### src/rtl/alu_pkg.sv
// Shared constants for the ALU operand stage: extension-mode encodings,
// default datapath widths and the skid-buffer state encoding.
package alu_pkg;

    // Immediate extension modes as decoded from the instruction.
    localparam logic [1:0] EXT_ZERO  = 2'b00;
    localparam logic [1:0] EXT_SIGN  = 2'b01;
    localparam logic [1:0] EXT_UPPER = 2'b10;
    localparam logic [1:0] EXT_RSVD  = 2'b11;

    localparam int unsigned DEFAULT_WIDTH     = 32;
    localparam int unsigned DEFAULT_IMM_WIDTH = 16;

    // Encoded as {out_valid, skid_full} so both flags decode straight from the state.
    typedef enum logic [1:0] {
        StEmpty = 2'b00,
        StBusy  = 2'b10,
        StFull  = 2'b11
    } stage_state_e;

endpackage

### src/rtl/alu_operand_stage_if.sv
// Handshake and operand bus between decode, the operand stage and the ALU mux inputs.
interface alu_operand_stage_if
    import alu_pkg::*;
#(
    parameter int unsigned WIDTH     = DEFAULT_WIDTH,
    parameter int unsigned IMM_WIDTH = DEFAULT_IMM_WIDTH
) ();

    logic                 in_valid;
    logic                 in_ready;
    logic [WIDTH-1:0]     in_rs;
    logic [WIDTH-1:0]     in_rt;
    logic [IMM_WIDTH-1:0] in_imm;
    logic [1:0]           in_ext_mode;
    logic                 in_alu_src;

    logic                 out_valid;
    logic                 out_ready;
    logic [WIDTH-1:0]     op_a;
    logic [WIDTH-1:0]     mux_in0;
    logic [WIDTH-1:0]     mux_in1;
    logic                 mux_sel;

    // Environment side: drives decoded operands and the ALU consume strobe.
    modport master (
        output in_valid, in_rs, in_rt, in_imm, in_ext_mode, in_alu_src, out_ready,
        input  in_ready, out_valid, op_a, mux_in0, mux_in1, mux_sel
    );

    // Operand stage side.
    modport slave (
        input  in_valid, in_rs, in_rt, in_imm, in_ext_mode, in_alu_src, out_ready,
        output in_ready, out_valid, op_a, mux_in0, mux_in1, mux_sel
    );

endinterface

### src/rtl/imm_extend.sv
// Combinational immediate extender: zero, sign or upper placement of the raw field.
module imm_extend
    import alu_pkg::*;
#(
    parameter int unsigned WIDTH     = DEFAULT_WIDTH,
    parameter int unsigned IMM_WIDTH = DEFAULT_IMM_WIDTH
) (
    input  logic [IMM_WIDTH-1:0] imm,
    input  logic [1:0]           ext_mode,
    output logic [WIDTH-1:0]     ext
);

    localparam int unsigned PAD = WIDTH - IMM_WIDTH;

    // Select the extension; the reserved encoding quietly behaves as zero-extend.
    always_comb begin
        ext = {{PAD{1'b0}}, imm};
        unique case (ext_mode)
            EXT_ZERO:  ext = {{PAD{1'b0}}, imm};
            EXT_SIGN:  ext = {{PAD{imm[IMM_WIDTH-1]}}, imm};
            EXT_UPPER: ext = {imm, {PAD{1'b0}}};
            EXT_RSVD:  ext = {{PAD{1'b0}}, imm};
            default:   ext = {{PAD{1'b0}}, imm};
        endcase
    end

endmodule

### src/rtl/alu_operand_stage.sv
// Registered operand stage feeding the ALU operand-B muxes, with a 2-entry skid
// buffer so decode can keep streaming while the ALU absorbs a one-cycle stall.
module alu_operand_stage
    import alu_pkg::*;
#(
    parameter int unsigned WIDTH     = DEFAULT_WIDTH,
    parameter int unsigned IMM_WIDTH = DEFAULT_IMM_WIDTH
) (
    input logic               clk,
    input logic               reset,
    alu_operand_stage_if.slave bus
);

    typedef struct packed {
        logic [WIDTH-1:0] rs;
        logic [WIDTH-1:0] rt;
        logic [WIDTH-1:0] imm;
        logic             src;
    } operand_t;

    stage_state_e     state;
    operand_t         out_reg;
    operand_t         skid_reg;
    operand_t         new_set;
    logic [WIDTH-1:0] imm_ext;
    logic             accept;
    logic             consume;

    imm_extend #(
        .WIDTH     (WIDTH),
        .IMM_WIDTH (IMM_WIDTH)
    ) u_imm_extend (
        .imm      (bus.in_imm),
        .ext_mode (bus.in_ext_mode),
        .ext      (imm_ext)
    );

    // Both flags come straight from the state register, so neither depends on out_ready.
    assign bus.out_valid = (state != StEmpty);
    assign bus.in_ready  = (state != StFull);

    assign accept  = bus.in_valid && bus.in_ready;
    assign consume = bus.out_valid && bus.out_ready;

    assign new_set = '{rs: bus.in_rs, rt: bus.in_rt, imm: imm_ext, src: bus.in_alu_src};

    // Skid-buffer FSM; output register loads from the input or the skid entry.
    always_ff @(posedge clk) begin
        if (reset) begin
            state    <= StEmpty;
            out_reg  <= '0;
            skid_reg <= '0;
        end else begin
            unique case (state)
                StEmpty: begin
                    if (accept) begin
                        out_reg <= new_set;
                        state   <= StBusy;
                    end
                end
                StBusy: begin
                    if (accept && consume) begin
                        out_reg <= new_set;
                    end else if (accept) begin
                        skid_reg <= new_set;
                        state    <= StFull;
                    end else if (consume) begin
                        state <= StEmpty;
                    end
                end
                StFull: begin
                    // in_ready is low here, so only a consume can happen.
                    if (consume) begin
                        out_reg <= skid_reg;
                        state   <= StBusy;
                    end
                end
                default: state <= StEmpty;
            endcase
        end
    end

    assign bus.op_a    = out_reg.rs;
    assign bus.mux_in0 = out_reg.rt;
    assign bus.mux_in1 = out_reg.imm;
    assign bus.mux_sel = out_reg.src;

endmodule
### src/flat_wrapper.sv
// flat-port wrapper written by rule: the top's interface ports become plain ports
module alu_operand_stage_flat import alu_pkg::*;
#(
    parameter int unsigned WIDTH     = DEFAULT_WIDTH,
    parameter int unsigned IMM_WIDTH = DEFAULT_IMM_WIDTH
)
  (clk, reset, bus_in_valid, bus_in_rs, bus_in_rt, bus_in_imm, bus_in_ext_mode, bus_in_alu_src, bus_out_ready, bus_in_ready, bus_out_valid, bus_op_a, bus_mux_in0, bus_mux_in1, bus_mux_sel);
  alu_operand_stage_if #(.WIDTH(WIDTH), .IMM_WIDTH(IMM_WIDTH)) bus_i ();
  input logic clk;
  input logic reset;
  input wire logic [$bits(bus_i.in_valid)-1:0] bus_in_valid;
  input wire logic [$bits(bus_i.in_rs)-1:0] bus_in_rs;
  input wire logic [$bits(bus_i.in_rt)-1:0] bus_in_rt;
  input wire logic [$bits(bus_i.in_imm)-1:0] bus_in_imm;
  input wire logic [$bits(bus_i.in_ext_mode)-1:0] bus_in_ext_mode;
  input wire logic [$bits(bus_i.in_alu_src)-1:0] bus_in_alu_src;
  input wire logic [$bits(bus_i.out_ready)-1:0] bus_out_ready;
  output wire logic [$bits(bus_i.in_ready)-1:0] bus_in_ready;
  output wire logic [$bits(bus_i.out_valid)-1:0] bus_out_valid;
  output wire logic [$bits(bus_i.op_a)-1:0] bus_op_a;
  output wire logic [$bits(bus_i.mux_in0)-1:0] bus_mux_in0;
  output wire logic [$bits(bus_i.mux_in1)-1:0] bus_mux_in1;
  output wire logic [$bits(bus_i.mux_sel)-1:0] bus_mux_sel;
  assign bus_i.in_valid = bus_in_valid;
  assign bus_i.in_rs = bus_in_rs;
  assign bus_i.in_rt = bus_in_rt;
  assign bus_i.in_imm = bus_in_imm;
  assign bus_i.in_ext_mode = bus_in_ext_mode;
  assign bus_i.in_alu_src = bus_in_alu_src;
  assign bus_i.out_ready = bus_out_ready;
  assign bus_in_ready = bus_i.in_ready;
  assign bus_out_valid = bus_i.out_valid;
  assign bus_op_a = bus_i.op_a;
  assign bus_mux_in0 = bus_i.mux_in0;
  assign bus_mux_in1 = bus_i.mux_in1;
  assign bus_mux_sel = bus_i.mux_sel;
  alu_operand_stage #(.WIDTH(WIDTH), .IMM_WIDTH(IMM_WIDTH)) u_core (.clk(clk), .reset(reset), .bus(bus_i));
endmodule
### config.mk
export PLATFORM = sky130hd
export DESIGN_NAME = alu_operand_stage_flat
export DESIGN_NICKNAME = d
export VERILOG_FILES = /design/src/rtl/alu_pkg.sv /design/src/rtl/alu_operand_stage_if.sv /design/src/rtl/imm_extend.sv /design/src/rtl/alu_operand_stage.sv /design/src/flat_wrapper.sv
export SDC_FILE = /design/constraint.sdc
export NUM_CORES = 1
export LEC_CHECK = 0
export BUFFER_PORTS_ARGS = -buffer_cell sky130_fd_sc_hd__buf_2
export CAP_MARGIN = 20
export CORE_ASPECT_RATIO = 0.8
export CORE_MARGIN = 3
export CORE_UTILIZATION = 45
export DETAILED_ROUTE_END_ITERATION = 16
export PLACE_DENSITY = 0.68
export SLEW_MARGIN = 30
export SYNTH_ARGS = -nofsm -noshare
export SYNTH_HDL_FRONTEND = slang
export SYNTH_SLANG_ARGS = --single-unit
export TNS_END_PERCENT = 100
### constraint.sdc
create_clock -name clk -period 2.7 [get_ports clk]
set_input_delay 0.405 -clock clk [delete_from_list [all_inputs] [get_ports clk]]
set_output_delay 0.405 -clock clk [all_outputs]
set_load 0.02 [all_outputs]
## Word level (Yosys, flattened, before mapping)

Index checks and enable logic that the tools add are counted.

| operators by class | value |
|---|---|
| equality and inequality tests | 11 |
| mux-type cells | 11 |
| bitwise logic cells | 1 |
| reductions and logical operators | 11 |

Operators with widths:

| kind | count |
|---|---|
| $mux W97 | 3 |
| $pmux W97 S3 | 1 |
| $pmux W32 S3 | 1 |
| $mux W2 | 5 |
| $eq A2 B2 Y1 const B | 4 |
| $reduce_and A4 Y1 | 2 |
| $ne A2 B1 Y1 const B | 3 |
| $pmux W2 S3 | 1 |
| $logic_not A2 Y1 | 2 |
| $ne A2 B2 Y1 const B | 2 |
| $logic_and A1 B1 Y1 | 3 |
| $ne A3 B1 Y1 const B | 1 |
| $reduce_and A3 Y1 | 1 |
| $reduce_bool A3 Y1 | 1 |
| $eq A2 B1 Y1 const B | 1 |
| $reduce_bool A2 Y1 | 1 |
| $reduce_or A2 Y1 | 1 |
| $not A1 Y1 | 1 |

| storage, ports and cells | value |
|---|---|
| bits in registers | 196 |
| input bits | 87 |
| output and inout port bits | 99 |

## Longest topological paths before layout

Gate-level depths: netlist of run 1.

| logic depth | value |
|---|---|
| word-level depth | 6 |
| depth in mapped cells | 8 |
| mapped depth without buffers | 6 |

## Hierarchy

From an unflattened synthesis of run 1, not the netlist that was laid out.

| second synthesis, totals | value |
|---|---|
| cell total of the unflattened synthesis | 1,049 |
| area, all modules | 8,834.7 sq um |

Modules (own cells, without submodules):

| module | times used | cells each | area each (sq um) | sequential area each (sq um) |
|---|---|---|---|---|
| alu_operand_stage | 1 | 1,006 | 8,513.2 | 3,923.8 |
| imm_extend | 1 | 43 | 321.6 | 0.0 |

## Least setup slack after synthesis of run 1

Ideal clock, no wire load.

| timing path | value |
|---|---|
| path type | in2reg |
| start point | input bus_in_ext_mode[0] |
| end point | register u_core.out_reg (netlist bit u_core.bus.mux_in1[12]) |
| library setup time | 0.123 ns |
| data arrival time | 1.718 ns |
| required time | 2.577 ns |
| setup slack | 0.859 ns |
| cell stages on the path | 8 |
| buffers on the path | 2 |
| cell sequence | inv_1 -> ha_1 -> or2_2 -> clkbuf_1 -> clkbuf_1 -> nand3_1 -> a21oi_1 -> mux2_1 |

| between the ends | value |
|---|---|
| longest elaborated chain between the ends | 5 |
| elaborated cells between the ends (all ways) | 9 |
| those cells by class | eq/ne: 3; mux: 4; reduce/logical: 2 |

RTL lines:

| element | line | RTL |
|---|---|---|
| from (decl) | flat_wrapper.sv:15 | `input wire logic [$bits(bus_i.in_ext_mode)-1:0] bus_in_ext_mode;` |
| $eq A2 B2 Y1 / $logic_not A2 Y1 (equally long branches) | imm_extend.sv:18 | `unique case (ext_mode)` |
| $reduce_or A2 Y1 (no line) | - |  |
| $pmux W32 S3 * | imm_extend.sv:18 |  |
| $mux W97, on equally long branches | alu_operand_stage.sv:62, alu_operand_stage.sv:56 |  |
| $pmux W97 S3 * | alu_operand_stage.sv:54 | `unique case (state)` |
| to (signal assigned) | alu_operand_stage.sv:57 | `out_reg <= new_set;` |
| to (signal assigned) | alu_operand_stage.sv:63 | `out_reg <= new_set;` |
| to (signal assigned) | alu_operand_stage.sv:74 | `out_reg <= skid_reg;` |
| to (decl) | alu_operand_stage.sv:22 | `operand_t out_reg;` |

Every way passes the cells marked *; elsewhere a longest branch is shown, timed or not. The select of a mux whose other input is x is not followed.
A chain may end at the register's enable or synchronous reset.

## Worst setup path after layout of run 1

| timing path | value |
|---|---|
| start point | register u_core.state[0] |
| end point | output bus_in_ready |

| between the ends | value |
|---|---|
| longest elaborated chain between the ends | 1 |

RTL lines:

| element | line | RTL |
|---|---|---|
| from (decl) | alu_operand_stage.sv:21 | `stage_state_e state;` |
| from (signal assigned) | alu_operand_stage.sv:50 | `state <= StEmpty;` |
| from (signal assigned) | alu_operand_stage.sv:58 | `state <= StBusy;` |
| from (signal assigned) | alu_operand_stage.sv:66 | `state <= StFull;` |
| $ne A2 B2 Y1 | alu_operand_stage.sv:40 | `assign bus.in_ready = (state != StFull);` |
| to (decl) | flat_wrapper.sv:18 | `output wire logic [$bits(bus_i.in_ready)-1:0] bus_in_ready;` |

Every way passes these cells.

==> results of run 1 <==
## synth_stat cells, types with 16 or more instances
cell type	instances	share of area, %
a21oi_1	115	6.4
mux2_4	20	3.3
mux2i_1	81	9.0
a211oi_1	16	1.3
nand2_1	164	6.8
mux2_2	53	6.6
nand2b_1	17	1.2
buf_2	35	1.9
nor2_1	99	4.1
nand3_1	33	1.8
a211o_1	16	1.5
dfxtp_1	196	43
clkbuf_1	31	1.3
nor2b_1	83	5.7
## area by class of cell
cell class	count	share of cell area, %
Sequential cell	196	36.6
Inverter	6	0.210
Clock buffer	19	4.23
Timing Repair Buffer	203	10.9
Tap cell	258	3.01
Clock inverter	13	1.13
Multi-Input combinational cell	730	43.9
## per-layer routing
| metal | track usage [%] | wire length [µm] | up-vias |
|---|---|---|---|
| met5 | 0 | 0 | - |
| met4 | 5.82 | 404 | 0 |
| met3 | 4.38 | 1240 | 29 |
| met2 | 29.5 | 9500 | 193 |
| met1 | 26.5 | 9840 | 3317 |
| li1 | - | - | 3665 |
## power groups by stage
stage | Clock, mW | Combinational [mW] | Sequential [mW]
2_1_floorplan | 0 | 2.10 | 4.20
3_3_place_gp | 0 | 3.31 | 3.79
3_5_place_dp | 0 | 3.34 | 3.80
4_1_cts | 2.53 | 3.35 | 3.74
5_1_grt | 2.65 | 3.58 | 3.81
6_report | 2.46 | 3.30 | 3.74
## critical path, delay by kind of cell, from the launching register on
family / cells / cell delay (ns)
flops: 1 / 0.36
buf+inv: 3 / 0.78
fa+ha+maj: 1 / 0.27
## metrics by stage
step / cells / utilization [%] / power [mW]
after global placement: 1393 / 52.4 / 7.10
after global routing: 1425 / 55.3 / 10.0
final: 1425 / 55.3 / 9.50
after CTS: 1425 / 55.3 / 9.62
after detailed placement: 1393 / 52.4 / 7.14
after floorplan: 1015 / - / 6.30
## worst paths after layout
check | from | depth (start not counted) | endpoint
max reg2reg | u_core.state[0]$_SDFFE_PP0P_ | 5 | u_core.bus.mux_in0[5]$_SDFFE_PP0P_
min | bus_in_alu_src | 3 | u_core.skid_reg[0]$_SDFFE_PP0P_
max | u_core.state[0]$_SDFFE_PP0P_ | 4 | bus_in_ready
min reg2reg | u_core.skid_reg[52]$_SDFFE_PP0P_ | 2 | u_core.skid_reg[52]$_SDFFE_PP0P_
## kinds of logic (layout without fill, tap and decap cells)
logic type | Yosys count | count (layout) | share of synthesized area (%)
multiplexers | 163 | 163 | 20.0
flip-flops | 196 | 196 | 43.4
adder cells (fa/ha/maj) | 8 | 8 | 1.11
buffers and inverters | 89 | 241 | 5.01
AO/OA/AOI/OAI | 155 | 155 | 9.93
AND/OR/NAND/NOR | 404 | 404 | 20.6
==> results_dict.tcl, run 1 <==
set metrics [dict create \
    multi_input_area_um2 4700 \
    diodes 0 \
    seq_power_share_pct 39.3 \
    vias_per_cell 5.06 \
    drt_iter0_drc 574 \
    grt_setup_unrepaired "false" \
    end_kind "primary output" \
    dr.pass1.iters 5 \
    cts_buffer_depth 2 \
    yosysSeqAreaShare_pct 43.4 \
    max_freq_mhz 438 \
    final_max_slew_viol_count 0 \
    antenna_left 0 \
    dieArea_um2 21900 \
    cts_tree "built" \
    power.density_nw_per_um2 887 \
    required_ns 2.30 \
    finClkSkew_ns 0.0139 \
    p_int_mw 6.15 \
    cts_sinks 196 \
    dpl-instance-area_um2 10100 \
    drive_gt1_share_pct 27.2 \
    cp_max_fo 47 \
    rows 45 \
    synthesis.nets 1110 \
    cts_buffers 17 \
    synthArstFlopShare_pct 0 \
    nFillCells 1771 \
    crit_path_max_incr_delay_ns 0.41 \
    nets 1249 \
    synth.distinct_cells 33 \
    syn_avg_cell_area_um2 8.91 \
    maxCapViolations 0 \
    grt_first_pass_wirelength_um 33600 \
    mostFrequentLayoutCell "dfxtp_1" \
    switching_share_pct 35.3 \
    dp_worst_setup_slack_ns 0.464 \
    largest_register_ffs 97 \
    setup_tns_ns 0 \
    final-setup-viol-count 0 \
    insertion_delay_ns 0.44 \
    cts_resized 0 \
    io_buffers 185 \
    drc 0 \
    setup_ws_ns 0.416 \
    die_y_um 133 \
    cp.arrival_ns 1.88 \
    crit_chain "ha_4 > inv_1 > buf_4 > buf_2" \
    fin_crit_ns 2.28 \
    status "completed" \
    yosys_warnings 0 \
    grt_overflow 0 \
    total_leakage_power_nw 4.43 \
    wirelength_um 21000 \
    die_w_um 165 \
    post_cts_buffers 0 \
    hp-class "input pin to flip-flop" \
    core_um2 19400 \
    switchingPower_mw 3.35 \
    r2r_slack_ns 0.48 \
    period_share_pct 84.6 \
    combPwrFrac_pct 34.8 \
    gp_congestion 0.810 \
    hold_buffers 0 \
    synth_edf_count 0 \
    hold_violations 0 \
    grt_max_degree 113 \
    irDropWorstVdd_mv 0.462 \
    worstMarginPinSlew_ns 0.771 \
    clockPowerShare_pct 25.9 \
    crit_type "flip-flop to primary output" \
    final_cell_mix "196 x dfxtp_1, 184 x buf_2, 164 x nand2_1" \
    synth_area_um2 9050 \
    cp_slowest_cell "buf_4" \
    root_buffer "clkbuf_16" \
    ys.flop_type "dfxtp_1" \
    grtUsageTotal_pct 19.1 \
    start_util_pct 46.7 \
    htreeDepth 4 \
    crit_path_start_kind "flip-flop" \
    seq_area_um2 3920 \
    io_pins 186 \
    relSlewSlack_pct 48.6 \
    clk_pin_slew_worst_paths_ns 0.07 \
    vias 7204 \
    stdcell_area_um2 10700 \
    antenna_found_initial 0 \
    whs_ns 0.213 \
    ys_seq_elements 196 \
    grt_pass1_vias 6545 \
    synthCells 1015 \
    wl_per_cell_um 14.7 \
    dp_hpwl_um 13900 \
    area_growth_pct 18.5 \
]
Power figures use the tool's default switching activity.
==> inputs of run 2 (changes only) <==
--- a/config.mk
+++ b/config.mk
@@ -11,7 +11,7 @@
 export CORE_MARGIN = 3
 export CORE_UTILIZATION = 45
 export DETAILED_ROUTE_END_ITERATION = 16
-export PLACE_DENSITY = 0.68
+export PLACE_DENSITY = 0.7
 export SLEW_MARGIN = 30
 export SYNTH_ARGS = -nofsm -noshare
 export SYNTH_HDL_FRONTEND = slang
==> constraint.sdc (replaced) <==
create_clock -name clk -period 2.1 [get_ports clk]
set_input_delay 0.315 -clock clk [delete_from_list [all_inputs] [get_ports clk]]
set_output_delay 0.315 -clock clk [all_outputs]
set_load 0.02 [all_outputs]
==> results_dict.tcl, run 2 (same netlist as run 1, synthesis figures left out) <==
set metrics [dict create \
    status "completed" \
    final_cell_mix "195 x dfxtp_1, 184 x buf_2, 164 x nand2_1" \
    drt_iter0_drc 478 \
    cp_slowest_cell "dfxtp_4" \
    postLayoutCoreUtil_pct 56.6 \
    worstMarginPinSlew_ns 0.609 \
    required_ns 2.41 \
    cp_max_fo 22 \
    root_buffer "clkbuf_16" \
    clk_pin_slew_worst_paths_ns 0.07 \
    hold_buffers 0 \
    final_max_slew_viol_count 0 \
    antenna_left 0 \
    finClkSkew_ns 0.00980 \
    cp.arrival_ns 2.34 \
    critical_path.top_delay_family "buffers and inverters" \
    dp_worst_setup_slack_ns 0.0488 \
    dp_hpwl_um 14300 \
    wirelength_um 21800 \
    io_buffers 185 \
    power_mw 12.7 \
    cts_buffers 17 \
    dr.pass1.iters 5 \
    period_share_pct 96.7 \
    max_freq_mhz 492 \
    core_um2 19400 \
    maxCapViolations 0 \
    drive_gt1_share_pct 28.1 \
    grt_first_pass_wirelength_um 34200 \
    nFillCells 1785 \
    nets 1260 \
    vias 7406 \
    crit_type "flip-flop to flip-flop" \
    end_kind "flip-flop" \
    irDropWorstVdd_mv 0.570 \
    start_util_pct 46.7 \
    dieArea_um2 21900 \
    insertion_delay_ns 0.42 \
    grt_pass1_vias 6829 \
    r2r_slack_ns 0.07 \
    gp_congestion 0.774 \
    seq_area_um2 3930 \
    htreeDepth 4 \
    grt_overflow 0 \
    hp-class "input pin to flip-flop" \
    grt_max_degree 57 \
    largest_register_ffs 97 \
    die_w_um 165 \
    fin_crit_ns 2.03 \
    multi_input_area_um2 4730 \
    cts_buffer_depth 2 \
    cts_sinks 196 \
    crit_buf_inv 3 \
    crit_path_max_incr_delay_ns 0.36 \
    relSlewSlack_pct 59.4 \
    final-setup-viol-count 0 \
    grtUsageTotal_pct 19.1 \
    die_y_um 133 \
    hold_violations 0 \
    crit_chain "inv_1 > ha_1 > nand2b_2 > a21oi_4 > o21ai_4 > buf_12 > clkbuf_16 > mux2_1" \
    antenna_found_initial 3 \
    wl_per_cell_um 15.1 \
    drc 0 \
    power.density_nw_per_um2 1160 \
    total_leakage_power_nw 4.55 \
    setup_ws_ns 0.0695 \
    vias_per_cell 5.15 \
    io_pins 186 \
    mostFrequentLayoutCell "dfxtp_1" \
    area_growth_pct 21.1 \
    crit_path_start_kind "flip-flop" \
    cts_tree "built" \
    rows 45 \
]
==> run 2: cell types whose count changed in the layout (fill, tap and decap cells not counted), sizes merged <==
| cell | delta |
|---|---|
| clkinv | -2 |
| diode | +1 |
| clkbuf | +2 |
| bufinv | +1 |
| inv | +1 |
| buf | +9 |
==> run 2: power by group <==
part           internal (mW)  switching, mW  leakage [nW]  total [mW]
combinational           2.15           2.58          2.67        4.73
clock                   1.69           1.48         0.270        3.17
sequential              4.46          0.358          1.60        4.81
total                   8.29           4.42          4.55        12.7
==> run 2: area by class of cell <==
type                       count  area share (%)
inverter                       6           0.206
timing repair buffer         214            12.7
clock buffer                  19            4.04
clock inverter                13            1.13
antenna                        1          0.0228
multi-input combinational    730            43.1
tap                          258            2.95
sequential                   196            35.8
==> run 2: worst paths after layout <==
check | start | cells past startpoint | end
min | bus_in_rs[29] | 3 | u_core.skid_reg[94]$_SDFFE_PP0P_
min reg2reg | u_core.skid_reg[1]$_SDFFE_PP0P_ | 2 | u_core.skid_reg[1]$_SDFFE_PP0P_
max | u_core.state[1]$_SDFFE_PP0P_ | 8 | u_core.bus.op_a[22]$_SDFFE_PP0P_
max reg2reg | u_core.state[1]$_SDFFE_PP0P_ | 8 | u_core.bus.op_a[22]$_SDFFE_PP0P_
==> run 2: repair_timing <==
action | 4_1_cts | 5_1_grt
buffers inserted | 0 | 1
gates resized for setup | 0 | 7
endpoints found under the setup margin | 0 | 81
==> run 2: metrics by stage <==
| step | std cells | setup TNS [ns] | cell area [µm²] | hold slack, ns |
|---|---|---|---|---|
| 3_3_place_gp | 1401 | 0 | 10300 | 0.441 |
| 3_5_place_dp | 1401 | 0 | 10300 | 0.446 |
| 4_1_cts | 1433 | 0 | 10900 | 0.113 |
| 2_1_floorplan | 1015 | 0 | 9050 | 0.436 |
| 6_report | 1437 | 0 | 11000 | 0.134 |
| 5_1_grt | 1437 | -0.208 | 11000 | 0.124 |
==> run 2: metal layers <==
metal	vias up	part of all wire (%)	global-route usage, %
met5	-	0.12	0
met3	18	7.4	4.95
met2	217	46	29.9
met4	4	1.1	4.84
met1	3480	46	26.4
li1	3687	-	-
==> run 2: worst min-delay path: cells and delay by family <==
| kind | cells | cell delay, ns |
|---|---|---|
| compound gates | 1 | 0.05 |
| buf+inv | 1 | 0.10 |
| simple gates | 1 | 0.05 |
